===== config.mk =====
export PLATFORM = sky130hd
export DESIGN_NAME = tx_pcs_scrambler
export DESIGN_NICKNAME = d
export VERILOG_FILES = /design/src/rtl/tx_pcs_scrambler.sv
export SDC_FILE = /design/constraint.sdc
export NUM_CORES = 1
export LEC_CHECK = 0
export CAP_MARGIN = 20
export CORE_ASPECT_RATIO = 1.1
export CORE_MARGIN = 2
export CORE_UTILIZATION = 40
export DETAILED_ROUTE_END_ITERATION = 7
export GPL_TIMING_DRIVEN = 0
export HOLD_SLACK_MARGIN = 0.12
export PLACE_DENSITY = 0.74
export SYNTH_ARGS = -nofsm -noshare
export SYNTH_HDL_FRONTEND = slang
export SYNTH_SLANG_ARGS = --single-unit
export TNS_END_PERCENT = 50

===== constraint.sdc =====
create_clock -name clk_i -period 10.3 [get_ports clk_i]
set_clock_uncertainty 0.15 [all_clocks]
set_input_delay 1.03 -clock clk_i [delete_from_list [all_inputs] [get_ports clk_i]]
set_output_delay 1.03 -clock clk_i [all_outputs]
set_load 0.05 [all_outputs]

===== src/rtl/tx_pcs_scrambler.sv =====
// TX PCS scrambler: takes 64b/66b blocks, scrambles the payload with x^58+x^39+1,
// and emits two 32-bit words per block with header and gearbox sequence count.
module tx_pcs_scrambler #(
  parameter logic [57:0] SCR_INIT   = 58'h3FF_FFFF_FFFF_FFFF,
  parameter bit          SCR_BYPASS = 1'b0,
  parameter logic [63:0] IDLE_BLOCK = 64'h0000_0000_0000_001E
) (
  input  logic        clk_i,
  input  logic        rst_i,
  input  logic [63:0] blk_data_i,
  input  logic [1:0]  blk_head_i,
  input  logic        blk_valid_i,
  output logic        blk_ready_o,
  output logic [31:0] data_o,
  output logic [5:0]  head_o,
  output logic [6:0]  sequence_o,
  output logic        underrun_o,
  output logic        hdr_err_o
);

  logic        ph_q;
  logic [5:0]  seq_q;
  logic [57:0] scr_q, scr_d;
  logic [31:0] hi_q;
  logic [31:0] data_q, data_d;
  logic [1:0]  head_q;
  logic [6:0]  sequence_q;
  logic        underrun_q, hdr_err_q;

  logic [63:0] blk_sel;
  logic [1:0]  head_sel;
  logic [31:0] scr_in, scr_out;
  logic        pause, word_active;

  // Serial LSB-first scrambler, 32 steps unrolled; returns {next_state, data}.
  function automatic logic [89:0] scr32(input logic [31:0] din, input logic [57:0] s_in);
    logic [57:0] s;
    logic [31:0] dout;
    logic        b;
    s = s_in;
    dout = '0;
    for (int i = 0; i < 32; i++) begin
      b = din[i] ^ s[38] ^ s[57];
      dout[i] = b;
      s = {s[56:0], b};
    end
    return {s, dout};
  endfunction

  always_comb begin
    pause       = (seq_q == 6'd32);
    blk_ready_o = !ph_q && !pause;
    word_active = !pause;
    blk_sel     = blk_valid_i ? blk_data_i : IDLE_BLOCK;
    head_sel    = blk_valid_i ? blk_head_i : 2'b10;
    scr_in      = ph_q ? hi_q : blk_sel[31:0];
    {scr_d, scr_out} = scr32(scr_in, scr_q);
    data_d      = SCR_BYPASS ? scr_in : scr_out;
  end

  always_ff @(posedge clk_i or posedge rst_i) begin
    if (rst_i) begin
      ph_q       <= 1'b0;
      seq_q      <= '0;
      scr_q      <= SCR_INIT;
      hi_q       <= '0;
      data_q     <= '0;
      head_q     <= '0;
      sequence_q <= '0;
      underrun_q <= 1'b0;
      hdr_err_q  <= 1'b0;
    end else begin
      ph_q       <= !ph_q;
      if (ph_q) seq_q <= pause ? 6'd0 : seq_q + 6'd1;
      sequence_q <= {1'b0, seq_q};
      underrun_q <= blk_ready_o && !blk_valid_i;
      hdr_err_q  <= blk_ready_o && blk_valid_i && (blk_head_i[0] == blk_head_i[1]);
      // Pause slot leaves data, header and scrambler state untouched.
      if (word_active) begin
        data_q <= data_d;
        if (!SCR_BYPASS) scr_q <= scr_d;
      end
      if (blk_ready_o) begin
        hi_q   <= blk_sel[63:32];
        head_q <= head_sel;
      end
    end
  end

  assign data_o     = data_q;
  assign head_o     = {4'b0000, head_q};
  assign sequence_o = sequence_q;
  assign underrun_o = underrun_q;
  assign hdr_err_o  = hdr_err_q;

endmodule


==> impl_metrics.env, run 1 <==
export IMPL_syn2layout_area_growth_pct=29.9
export IMPL_holdWs_ns=0.310
export IMPL_relSlewSlack_pct=57.7
export IMPL_worst_pin_slew_ns=0.632
export IMPL_num_io_pins=117
export IMPL_wl_per_cell_um=18.6
export IMPL_drv_max_cap_violation_count=0
export IMPL_drive_gt1_share_pct=19.1
export IMPL_netlist_instances=632
export IMPL_max_freq_mhz=248
export IMPL_grt_pass1_wl_mm=28.8
export IMPL_use_met1_pct=28.0
export IMPL_min_delay_start="seq_q[5]"
export IMPL_slew_violations=0
export IMPL_fin_ws_ns=6.26
export IMPL_grt_max_degree=89
export IMPL_final_setup_tns_ns=0
export IMPL_ys_warn_count=0
export IMPL_cp_end_kind="output port"
export IMPL_clk_pin_slew_worst_paths_ns=0.06
export IMPL_finalSetupViolations=0
export IMPL_htree_levels=4
export IMPL_grt_pass1_vias=5274
export IMPL_startpoint_type="register"
export IMPL_hp_class="reg2reg"
export IMPL_clk_path_buf_depth=2
export IMPL_power_leakage_nw=3.74
export IMPL_critPathMaxFanout=10
export IMPL_hpwl_mm=13.0
export IMPL_grt_use_met2_pct=33.9
export IMPL_cp_arrival_ns=2.86
export IMPL_grt_usage_pct=21.1
export IMPL_fin_cells=988
export IMPL_dr_total_vias=5306
export IMPL_critPathKind="reg2out"
export IMPL_rsz0062_at_grt="no"
export IMPL_min_period_over_period_pct=39.2
export IMPL_timing_rr_end="data_o[24]"
export IMPL_busiest_layer="met2"
export IMPL_whs_endpoint="sequence_o[5]"
export IMPL_finalPower_mw=2.58
export IMPL_cellPowerDensity_nw_per_um2=291
export IMPL_outcome="finished, final reports clean"
export IMPL_ys_flop_type="dfrtp_1"
export IMPL_hold_viol=0
export IMPL_netlist_area_um2=6810
export IMPL_required_ns=9.12
export IMPL_cts_resized=0
export IMPL_avgSynthCellArea_um2=10.8
export IMPL_dp_cells=956
export IMPL_antennaDiodeCount=0
export IMPL_r2r_slack_ns=7.89
export IMPL_dieArea_um2=18100
export IMPL_synth_seq_cells=139
export IMPL_drc_errors=0
export IMPL_clk_latency_ns=0.42
export IMPL_synth_async_reset_ratio_pct=100
export IMPL_io_buffer_count=111
export IMPL_initial_utilization_pct=40.5
export IMPL_met3_usage_pct=4.55
export IMPL_antenna_found_initial=0
export IMPL_cts_setup_buffers=0
export IMPL_grt_overflow=0
export IMPL_via_per_inst=5.37
export IMPL_min_period_ns=4.04
export IMPL_core_area_um2=16800
export IMPL_place_ws_ns=6.71
export IMPL_firstDrtPassIters=5
export IMPL_synth_cell_type_count=37
export IMPL_cts_root_buf="clkbuf_16"
export IMPL_seq_area_frac_synth_pct=52.1
export IMPL_cts_num_sinks=139
export IMPL_postRouteAntennaNets=0
export IMPL_gp_congestion=0.846
export IMPL_die_w_um=128
export IMPL_vdd_drop_max_uv=177
export IMPL_ff2ff_path_depth=7
export IMPL_worstHoldPathCells=0
export IMPL_synth_edf_count=0
export IMPL_wirelength_mm=18.4
export IMPL_cts_tree="done"
export IMPL_r2r_start="seq_q[0]"
export IMPL_cts_buffers_inserted=17
export IMPL_dieHeight_um=141
export IMPL_cts_hold_buffers=0
export IMPL_drt_iter0_markers=384
export IMPL_rows=50
export IMPL_fin_nets=838
## logic make-up (layout without fill, tap and decap cells)
family / Yosys count / after routing / share of synthesized area (%)
AOI/OAI and AO/OA: 103 / 103 / 8.98
other: 1 / 5 / 0.0551
and+or+nand+nor: 207 / 207 / 18.1
buffers and inverters: 85 / 229 / 6.34
DFF: 139 / 139 / 52.1
xor gates and xnor gates: 35 / 35 / 4.50
muxes: 60 / 60 / 9.53
adders and majority gates: 2 / 2 / 0.367
## sequential cells by signal, indices dropped and copies added (netlist names)
register    cells
data_o         32
underrun_o      1
scr_q          58
ph_q            1
hdr_err_o       1
seq_q           6
head_q          2
sequence_o      6
hi_q           32
## power by group
group | internal (mW) | leakage [nW] | switching, mW
Sequential | 0.834 | 1.60 | 0.184
Combinational | 0.399 | 1.82 | 0.518
Clock | 0.405 | 0.309 | 0.234
Total | 1.64 | 3.74 | 0.937
## critical path: stages (launching register included)
cell and delay, ns:
dfrtp_1 0.42, inv_1 0.10, ha_1 0.22, buf_1 0.26, a21oi_1 0.23, buf_6 0.20, buf_6 0.19, clkdlybuf4s50_1 0.82
## per-stage QoR
step	area, um2	util, %
global route	8850	52.6
floorplan	6830	-
finish	8850	52.6
CTS	8850	52.6
global placement	8200	48.7
detailed placement	8230	48.9
## cells in the final DEF, fill, tap and decap left out, types with 6 or more instances in the layout
cell type,netlist,routed
clkdlybuf4s50_1,0,111
xnor2_1,30,30
or3_1,28,28
mux2i_1,33,33
o21ai_0,31,31
and3b_1,28,28
buf_4,6,6
nand2_1,36,36
mux2_2,23,23
nor3_1,57,57
o31ai_1,8,8
buf_6,11,11
dfrtp_1,81,81
and2_1,28,28
clkbuf_1,23,23
nand3_1,8,8
buf_2,6,6
dfstp_2,58,58
inv_1,38,37
a31oi_1,57,57
clkbuf_16,0,17
## worst max-delay path by stage
stage,start,endpoint,cells after the start
after floorplan,rst_i,data_o[0],1
after global placement,rst_i,hi_q[11],2
after detailed placement,seq_q[0],blk_ready_o,7
after CTS,seq_q[0],blk_ready_o,7
after global routing,seq_q[0],blk_ready_o,7
final,seq_q[0],blk_ready_o,7
## area by class of cell
class / count / area [um2]
inverter: 38 / 148
fill: 1481 / 7980
clock buffer: 21 / 480
timing repair buffer: 112 / 1140
tap: 208 / 260
sequential: 139 / 3550
multi-input combinational: 412 / 2840
clock inverter: 11 / 140
buffer: 47 / 289
## cell usage after synthesis (4+ instances only)
cell | number | area share (%)
dfrtp_1 | 81 | 30
dfstp_2 | 58 | 22
a31oi_1 | 57 | 5.2
nor3_1 | 57 | 4.2
inv_1 | 38 | 2.1
nand2_1 | 36 | 2.0
mux2i_1 | 33 | 4.8
o21ai_0 | 31 | 2.3
xnor2_1 | 30 | 3.9
and2_1 | 28 | 2.6
and3b_1 | 28 | 3.6
or3_1 | 28 | 2.6
clkbuf_1 | 23 | 1.3
mux2_2 | 23 | 3.8
buf_6 | 11 | 1.8
nand3_1 | 8 | 0.59
o31ai_1 | 8 | 0.88
buf_2 | 6 | 0.44
buf_4 | 6 | 0.66
a21oi_1 | 5 | 0.37
and3_1 | 5 | 0.46
nand2b_1 | 5 | 0.46
xor2_1 | 5 | 0.64
mux2_4 | 4 | 0.88
or3b_2 | 4 | 0.51
## routing by layer
metal | part of all wire (%) | vias up
met5 | 0 | -
met4 | 1.9 | 0
met3 | 5.8 | 27
met2 | 48 | 194
met1 | 44 | 2592
li1 | - | 2493
Note: power is estimated with default switching activity, not from simulation.
==> run 2: changes to the inputs <==
Clock period 10.3 ns to 4 ns, I/O delays scaled along.
==> run 2 against run 1 <==
Effect of this change:
- register-to-register slack got worse by 6.2 ns
- clock power rose to 2.5 times the previous value
- first-iteration DRC count rose by 0.52%
- largest cell class unchanged
- design area rose by 0.13%
- power rose to 2.6 times the previous value
- sequential share of layout area fell by 0.051 points
- via count fell by 0.60%
- combinational power rose to 2.6 times the previous value
==> impl_metrics.env, run 2 (synthesis results as in run 1) <==
export IMPL_timing_rr_end="data_o[30]"
export IMPL_syn2layout_area_growth_pct=30.1
export IMPL_met1Wirelength_mm=8.07
export IMPL_whs_endpoint="sequence_o[5]"
export IMPL_dieHeight_um=141
export IMPL_top_register="scr_q"
export IMPL_cts_root_buf="clkbuf_16"
export IMPL_startpoint_type="register"
export IMPL_clk_path_buf_depth=2
export IMPL_largest_register_ffs=58
export IMPL_cellPowerDensity_nw_per_um2=743
export IMPL_required_ns=3.45
export IMPL_wl_met2_mm=8.45
export IMPL_final_cell_area_um2=8860
export IMPL_via_per_inst=5.33
export IMPL_finalSetupViolations=0
export IMPL_critPathMaxFanout=10
export IMPL_rsz0062_at_grt="no"
export IMPL_slew_violations=0
export IMPL_drt_iter0_markers=386
export IMPL_drv_max_cap_violation_count=0
export IMPL_grt_pass1_vias=5365
export IMPL_htree_levels=4
export IMPL_grt_max_degree=40
export IMPL_hold_viol=0
export IMPL_grt_usage_pct=21.1
export IMPL_gp_congestion=0.874
export IMPL_cp_arrival_ns=2.84
export IMPL_cts_buffers_inserted=17
export IMPL_vdd_drop_max_uv=475
export IMPL_rows=50
export IMPL_io_buffer_count=111
export IMPL_r2r_start="seq_q[0]"
export IMPL_antenna_found_initial=0
export IMPL_min_delay_start="seq_q[5]"
export IMPL_worstHoldPathCells=0
export IMPL_postRouteAntennaNets=0
export IMPL_ff2ff_path_depth=7
export IMPL_fill_cells=1488
export IMPL_dpl_cell_area_um2=8260
export IMPL_wl_per_cell_um=18.4
export IMPL_min_period_ns=3.39
export IMPL_max_freq_mhz=295
export IMPL_cts_hold_buffers=0
export IMPL_power_leakage_nw=3.71
export IMPL_fin_nets=840
export IMPL_r2r_slack_ns=1.71
export IMPL_final_common_cell="clkdlybuf4s50_1"
export IMPL_cts_setup_buffers=0
export IMPL_dr_total_vias=5274
export IMPL_wirelength_mm=18.2
export IMPL_final_setup_tns_ns=0
export IMPL_clk_pin_slew_worst_paths_ns=0.06
export IMPL_firstDrtPassIters=5
export IMPL_routed_wl_met3_um=994
export IMPL_min_period_over_period_pct=84.7
export IMPL_core_area_um2=16800
export IMPL_cts_tree="done"
export IMPL_antennaDiodeCount=0
export IMPL_top_layer="met4"
export IMPL_drive_gt1_share_pct=19.2
export IMPL_die_w_um=128
export IMPL_hp_class="reg2reg"
export IMPL_num_io_pins=117
export IMPL_initial_utilization_pct=40.5
export IMPL_relSlewSlack_pct=42.0
export IMPL_drc_errors=0
export IMPL_cp_end_kind="output port"
export IMPL_cts_resized=0
export IMPL_clk_latency_ns=0.43
export IMPL_outcome="finished, final reports clean"
export IMPL_layout_cells_most_common_list="111 x clkdlybuf4s50_1, 81 x dfrtp_1, 58 x dfstp_2"
export IMPL_hpwl_mm=13.1
export IMPL_grt_pass1_wl_mm=29.0
export IMPL_dieArea_um2=18100
export IMPL_critPathKind="reg2out"
export IMPL_worst_pin_slew_ns=0.867
export IMPL_grt_overflow=0
export IMPL_cts_num_sinks=139
-- run 2: cell types whose count changed in the layout (fill, tap and decap cells not counted) --
cell / delta
buf_12: +3
clkinvlp_4: +6
buf_16: -1
clkinv_2: -3
clkbuf_8: -4
clkbuf_1: +1
-- run 2: worst max-delay path by stage --
stage / slack, ns / cells after the start / from / end
6_report: 0.61 / 7 / seq_q[0] / blk_ready_o
2_1_floorplan: 1.76 / 1 / rst_i / data_o[0]
5_1_grt: 0.50 / 7 / seq_q[0] / blk_ready_o
4_1_cts: 0.60 / 7 / seq_q[0] / blk_ready_o
3_5_place_dp: 1.06 / 7 / seq_q[0] / blk_ready_o
3_3_place_gp: 0.44 / 2 / rst_i / hi_q[10]
-- run 2: area by class of cell --
cell class | instances | area (um2) | share of cell area (%)
Timing Repair Buffer | 114 | 1170 | 13.2
Tap cell | 208 | 260 | 2.94
Inverter | 38 | 146 | 1.65
Buffer | 47 | 289 | 3.26
Sequential cell | 139 | 3550 | 40.1
Multi-Input combinational cell | 412 | 2840 | 32.1
Clock inverter | 14 | 171 | 1.93
Clock buffer | 18 | 429 | 4.84
-- run 2: per-stage QoR --
stage	hold WS, ns	worst slack [ns]	cells	util [%]	total power, mW
final	0.307	0.613	990	52.7	6.59
after detailed placement	0.290	1.06	958	49.1	4.97
after CTS	0.307	0.595	990	52.7	6.61
after global routing	0.320	0.497	990	52.7	6.90
after global placement	0.275	0.441	955	48.7	4.92
after floorplan	0.241	1.76	636	-	4.12
-- run 2: worst max-delay path, stage by stage, from the launching register on --
cell             delay [ns]
dfrtp_1                0.40
inv_1                  0.09
ha_1                   0.21
buf_1                  0.25
a21oi_1                0.23
buf_6                  0.20
buf_6                  0.19
clkdlybuf4s50_1        0.82
-- run 2: routing by layer --
| layer | vias up | track usage [%] |
|---|---|---|
| met3 | 44 | 3.64 |
| met2 | 185 | 32.5 |
| met5 | - | 0 |
| li1 | 2498 | - |
| met1 | 2547 | 28.8 |
| met4 | 0 | 10.4 |
-- run 2: where the power goes --
group	internal, mW	switching, mW
registers	2.15	0.472
logic	1.03	1.32
clock network	0.981	0.633
total	4.16	2.43
==> run 3: changes to the inputs <==
Clock period 4 ns to 3.2 ns, I/O delays scaled along.
==> run 3 against run 2 <==
Effect of this change:
- global-route usage about the same
- non-clock buffer count unchanged
- clock-buffer cell count unchanged
- final cell count unchanged
- critical endpoint unchanged
==> impl_metrics.env, run 3 (synthesis results as in run 1) <==
export IMPL_power_share_sequential_pct=39.7
export IMPL_finalSetupViolations=0
export IMPL_final_setup_tns_ns=0
export IMPL_gp_congestion=0.874
export IMPL_drc_errors=0
export IMPL_critPathKind="reg2out"
export IMPL_grt_overflow=0
export IMPL_hp_class="in2async"
export IMPL_startpoint_type="register"
export IMPL_grt_pass1_vias=5368
export IMPL_cp_slowest_cell="dlygate4sd2_1"
export IMPL_min_period_over_period_pct=94.9
export IMPL_holdWs_ns=0.264
export IMPL_fin_nets=840
export IMPL_fin_util_pct=52.7
export IMPL_firstDrtPassIters=5
export IMPL_hold_viol=0
export IMPL_cts_setup_buffers=0
export IMPL_power_leakage_nw=3.72
export IMPL_min_period_ns=3.04
export IMPL_critical_path_top_delay_family="buffers and inverters"
export IMPL_largest_register_ffs=58
export IMPL_top_register="scr_q"
export IMPL_final_common_cell="clkdlybuf4s50_1"
export IMPL_cellPowerDensity_nw_per_um2=929
export IMPL_rsz0062_at_grt="no"
export IMPL_cts_num_sinks=139
export IMPL_drive_gt1_share_pct=19.2
export IMPL_rows=50
export IMPL_max_freq_mhz=329
export IMPL_grt_max_degree=40
export IMPL_dr_total_vias=5284
export IMPL_crit_top_cell="buf_6"
export IMPL_core_area_um2=16800
export IMPL_drt_iter0_markers=371
export IMPL_slowest_delay_ns=0.55
export IMPL_p_clk_share_pct=24.5
export IMPL_worstPathBufferInverterCount=5
export IMPL_htree_levels=4
export IMPL_clk_latency_ns=0.43
export IMPL_grt_pass1_wl_mm=29.0
export IMPL_p_comb_share_pct=35.8
export IMPL_hpwl_mm=13.1
export IMPL_cp_arrival_ns=2.57
export IMPL_drv_max_cap_violation_count=0
export IMPL_finalPower_mw=8.23
export IMPL_initial_utilization_pct=40.5
export IMPL_syn2layout_area_growth_pct=30.1
export IMPL_wl_per_cell_um=18.4
export IMPL_path_cells="inv_1 > ha_1 > buf_1 > a21oi_1 > buf_6 > buf_6 > dlygate4sd2_1"
export IMPL_antennaDiodeCount=0
export IMPL_cts_root_buf="clkbuf_16"
export IMPL_worst_pin_slew_ns=0.873
export IMPL_antenna_found_initial=0
export IMPL_swShare_pct=36.9
export IMPL_num_io_pins=117
export IMPL_vdd_drop_max_uv=596
export IMPL_die_w_um=128
export IMPL_cts_tree="done"
export IMPL_via_per_inst=5.34
export IMPL_outcome="finished, final reports clean"
export IMPL_grt_usage_pct=21.1
export IMPL_clk_path_buf_depth=2
export IMPL_critPathMaxFanout=10
export IMPL_required_ns=2.73
export IMPL_dieArea_um2=18100
export IMPL_wirelength_mm=18.2
export IMPL_relSlewSlack_pct=41.7
export IMPL_cp_end_kind="output port"
export IMPL_switching_power_mw=3.04
export IMPL_clk_pin_slew_worst_paths_ns=0.06
export IMPL_p_int_mw=5.20
export IMPL_dieHeight_um=141
export IMPL_slew_violations=0
export IMPL_cts_buffers_inserted=17
export IMPL_io_buffer_count=111
export IMPL_layout_cells_most_common_list="110 x clkdlybuf4s50_1, 81 x dfrtp_1, 58 x dfstp_2"
export IMPL_postRouteAntennaNets=0
## run 3: cell types whose count changed in the layout (fill, tap and decap cells not counted), sizes merged
cell / previous run / this run
dlygate4sd2: 0 / 1
clkdlybuf4s50: 111 / 110
## run 3: layout make-up
| type | instances | area [um2] |
|---|---|---|
| clock inverters | 14 | 171 |
| fillers | 1489 | 7970 |
| flip-flops and latches | 139 | 3550 |
| well taps | 208 | 260 |
| plain buffers | 47 | 289 |
| inverters | 38 | 146 |
| repair buffers | 114 | 1170 |
| multi-input cells | 412 | 2840 |
| clock buffers | 18 | 429 |
## run 3: worst paths after layout
| kind | from | to | slack (ns) | cells past startpoint |
|---|---|---|---|---|
| max | seq_q[0] | blk_ready_o | 0.16 | 7 |
| min | rst_i | data_o[27] | 0.26 | 2 |
| max reg2reg | seq_q[0] | data_o[27] | 0.90 | 7 |
| min reg2reg | seq_q[5] | sequence_o[5] | 0.31 | 0 |
| max in group asynchronous | rst_i | scr_q[50] | 1.43 | 5 |
| min in group clk_i | blk_data_i[45] | hi_q[13] | 0.29 | 3 |
## run 3: power by group through the flow
| stage | logic, mW | registers (mW) | clock network, mW |
|---|---|---|---|
| finish | 2.95 | 3.27 | 2.02 |
| CTS | 2.95 | 3.27 | 2.04 |
| detailed placement | 2.92 | 3.29 | 0 |
| global placement | 2.86 | 3.29 | 0 |
| floorplan | 1.36 | 3.79 | 0 |
| global route | 3.17 | 3.34 | 2.12 |
## run 3: per-layer routing
layer | track usage, % | up-vias | routed length (um)
li1 | - | 2498 | -
met1 | 28.8 | 2557 | 8110
met2 | 32.6 | 185 | 8440
met3 | 3.64 | 44 | 969
met4 | 10.4 | 0 | 674
met5 | 0 | - | 0
## run 3: worst reg2reg max path, stage by stage (launching register included)
cell and delay, ns:
dfrtp_1 0.40, inv_1 0.09, ha_1 0.21, inv_1 0.14
clkbuf_1 0.45, clkbuf_1 0.50, nor3_1 0.11, a31oi_1 0.16
## run 3: what timing repair did
action / 4_1_cts / 5_1_grt
resized for setup: 1 / 0
hold buffers: 0 / 0
setup endpoints to repair: 1 / 0
## run 3: stage by stage
step | setup slack (ns) | area (um2) | cells
after global placement | -0.279 | 8200 | 955
after CTS | 0.151 | 8860 | 990
after detailed placement | 0.341 | 8260 | 958
after floorplan | 1.04 | 6830 | 636
final | 0.164 | 8860 | 990
after global routing | 0.0538 | 8860 | 990
==> edit, RTL diff (config.mk and constraints of run 3) <==
`SCR_BYPASS`: 1'b0 -> 1'b1.
--- a/src/rtl/tx_pcs_scrambler.sv
+++ b/src/rtl/tx_pcs_scrambler.sv
@@ -3,5 +3,5 @@
 module tx_pcs_scrambler #(
   parameter logic [57:0] SCR_INIT   = 58'h3FF_FFFF_FFFF_FFFF,
-  parameter bit          SCR_BYPASS = 1'b0,
+  parameter bit          SCR_BYPASS = 1'b1,
   parameter logic [63:0] IDLE_BLOCK = 64'h0000_0000_0000_001E
 ) (
Behaviour: not the same (Yosys sat finds a counterexample within 4 cycles, from zero or initial values and one cycle with rst_i high).
==> edit against run 3 <==
- die area down 50%
- sequential cell count down 58
- routed wire length down 50%
- setup slack better by 100 ps
- area after synthesis down 51%
- final area down 45%
- critical endpoint unchanged
- non-clock buffer count down 15
- total power down 72%
- critical path type unchanged
==> edit: results (changes against run 3) <==
outcome finished clean; CTS Buf Count 9 (-8); routability cong. 0.807 (-7.6%); via count 2809 (-47%); Post-DP HPWL 6580 um (-50%); Critical Path Source seq_q[4]$_DFFE_PP0P_; global-route usage over all layers 20.5% (-0.68 points); number of global-route vias before repair 2852 (-47%); top cells by count, synth 81 x dfrtp_1, 33 x a32o_1, 30 x o21ai_0, 28 x a22oi_1, 28 x nand3_1; xor and xnor area share after synthesis 0.786% (-3.7 points); DR iter-0 viols 103 (-72%); length of routed wiring on met1 3870 um (-52%); drt pass-1 iters 4 (-1); worst min-delay path category input port to async pin; H-tree levels 3 (-1); first-pass GRT wire length 14400 um (-50%); layout cells sized above 1 8.47% (-11 points); switch share 23.7% (-13 points); root buf cell clkbuf_8; Async SR Flop Fraction 100% (unchanged); Reg clk slew, reported paths 80 ps (+20 ps); Worst VDD drop 232 uV (-61%); Critical Path Fanout Max 8 (-2); Leak 1.99 nW (-46%); Logic power comb 0.312 mW (-89%); Final nets 479 (-43%); metal3 WL 456 um (-53%); Cell variety after synth 35 (-5.4%); Layout Cells excl Fill 521 (-47%); met2 wire length 4520 um (-46%); total wire length 9090 um (-50%); mean post-synth cell area 11.9 um^2 (+10%); compound-cell area share of the yosys netlist 23.4% (+14 points); later-pin clock latency in the skew report 340 ps (-90 ps); Cells after DPL 505 (-47%); R2R Path End hi_q[26]$_DFFE_PP0P_; ranking of synthesized cells by area dfrtp_1 61%, a32o_1 9.9%, a22oi_1 6.3%, o21ai_0 4.5%, nand3_1 4.2%; largest net degree at the start of global routing 46 (+15%)
[edit: worst max-delay path, stage by stage (launching register included)]
cell and delay [ps]:
dfrtp_1 440, or3b_1 410, buf_6 150, o21ai_4 300
inv_2 100, clkdlybuf4s50_1 720
[edit: area by class of cell]
cell class / count / share of cell area (%)
flip-flops and latches: 81 / 41.6
repair buffers: 112 / 23.4
multi-input cells: 165 / 23.1
plain buffers: 34 / 3.88
well taps: 108 / 2.78
clock buffers: 11 / 2.70
clock inverters: 5 / 2.13
inverters: 5 / 0.437
[edit: through the flow]
step                area (um^2)  power (mW)  util [%]  hold WS [ps]  worst slack, ps
CTS                        4870        2.29      60.9           197              244
global placement           4600        1.42      57.6           281             -566
detailed placement         4630        1.42      57.9           272              649
finish                     4870        2.28      60.9           192              268
global route               4870        2.35      60.9           234              117
floorplan                  3360        1.26         -           236              650
[edit: layer usage]
metal / global-route usage, % / vias up
met2: 34.4 / 92
met5: 0 / -
met3: 4.50 / 17
met4: 9.67 / 0
li1: - / 1316
met1: 25.3 / 1384
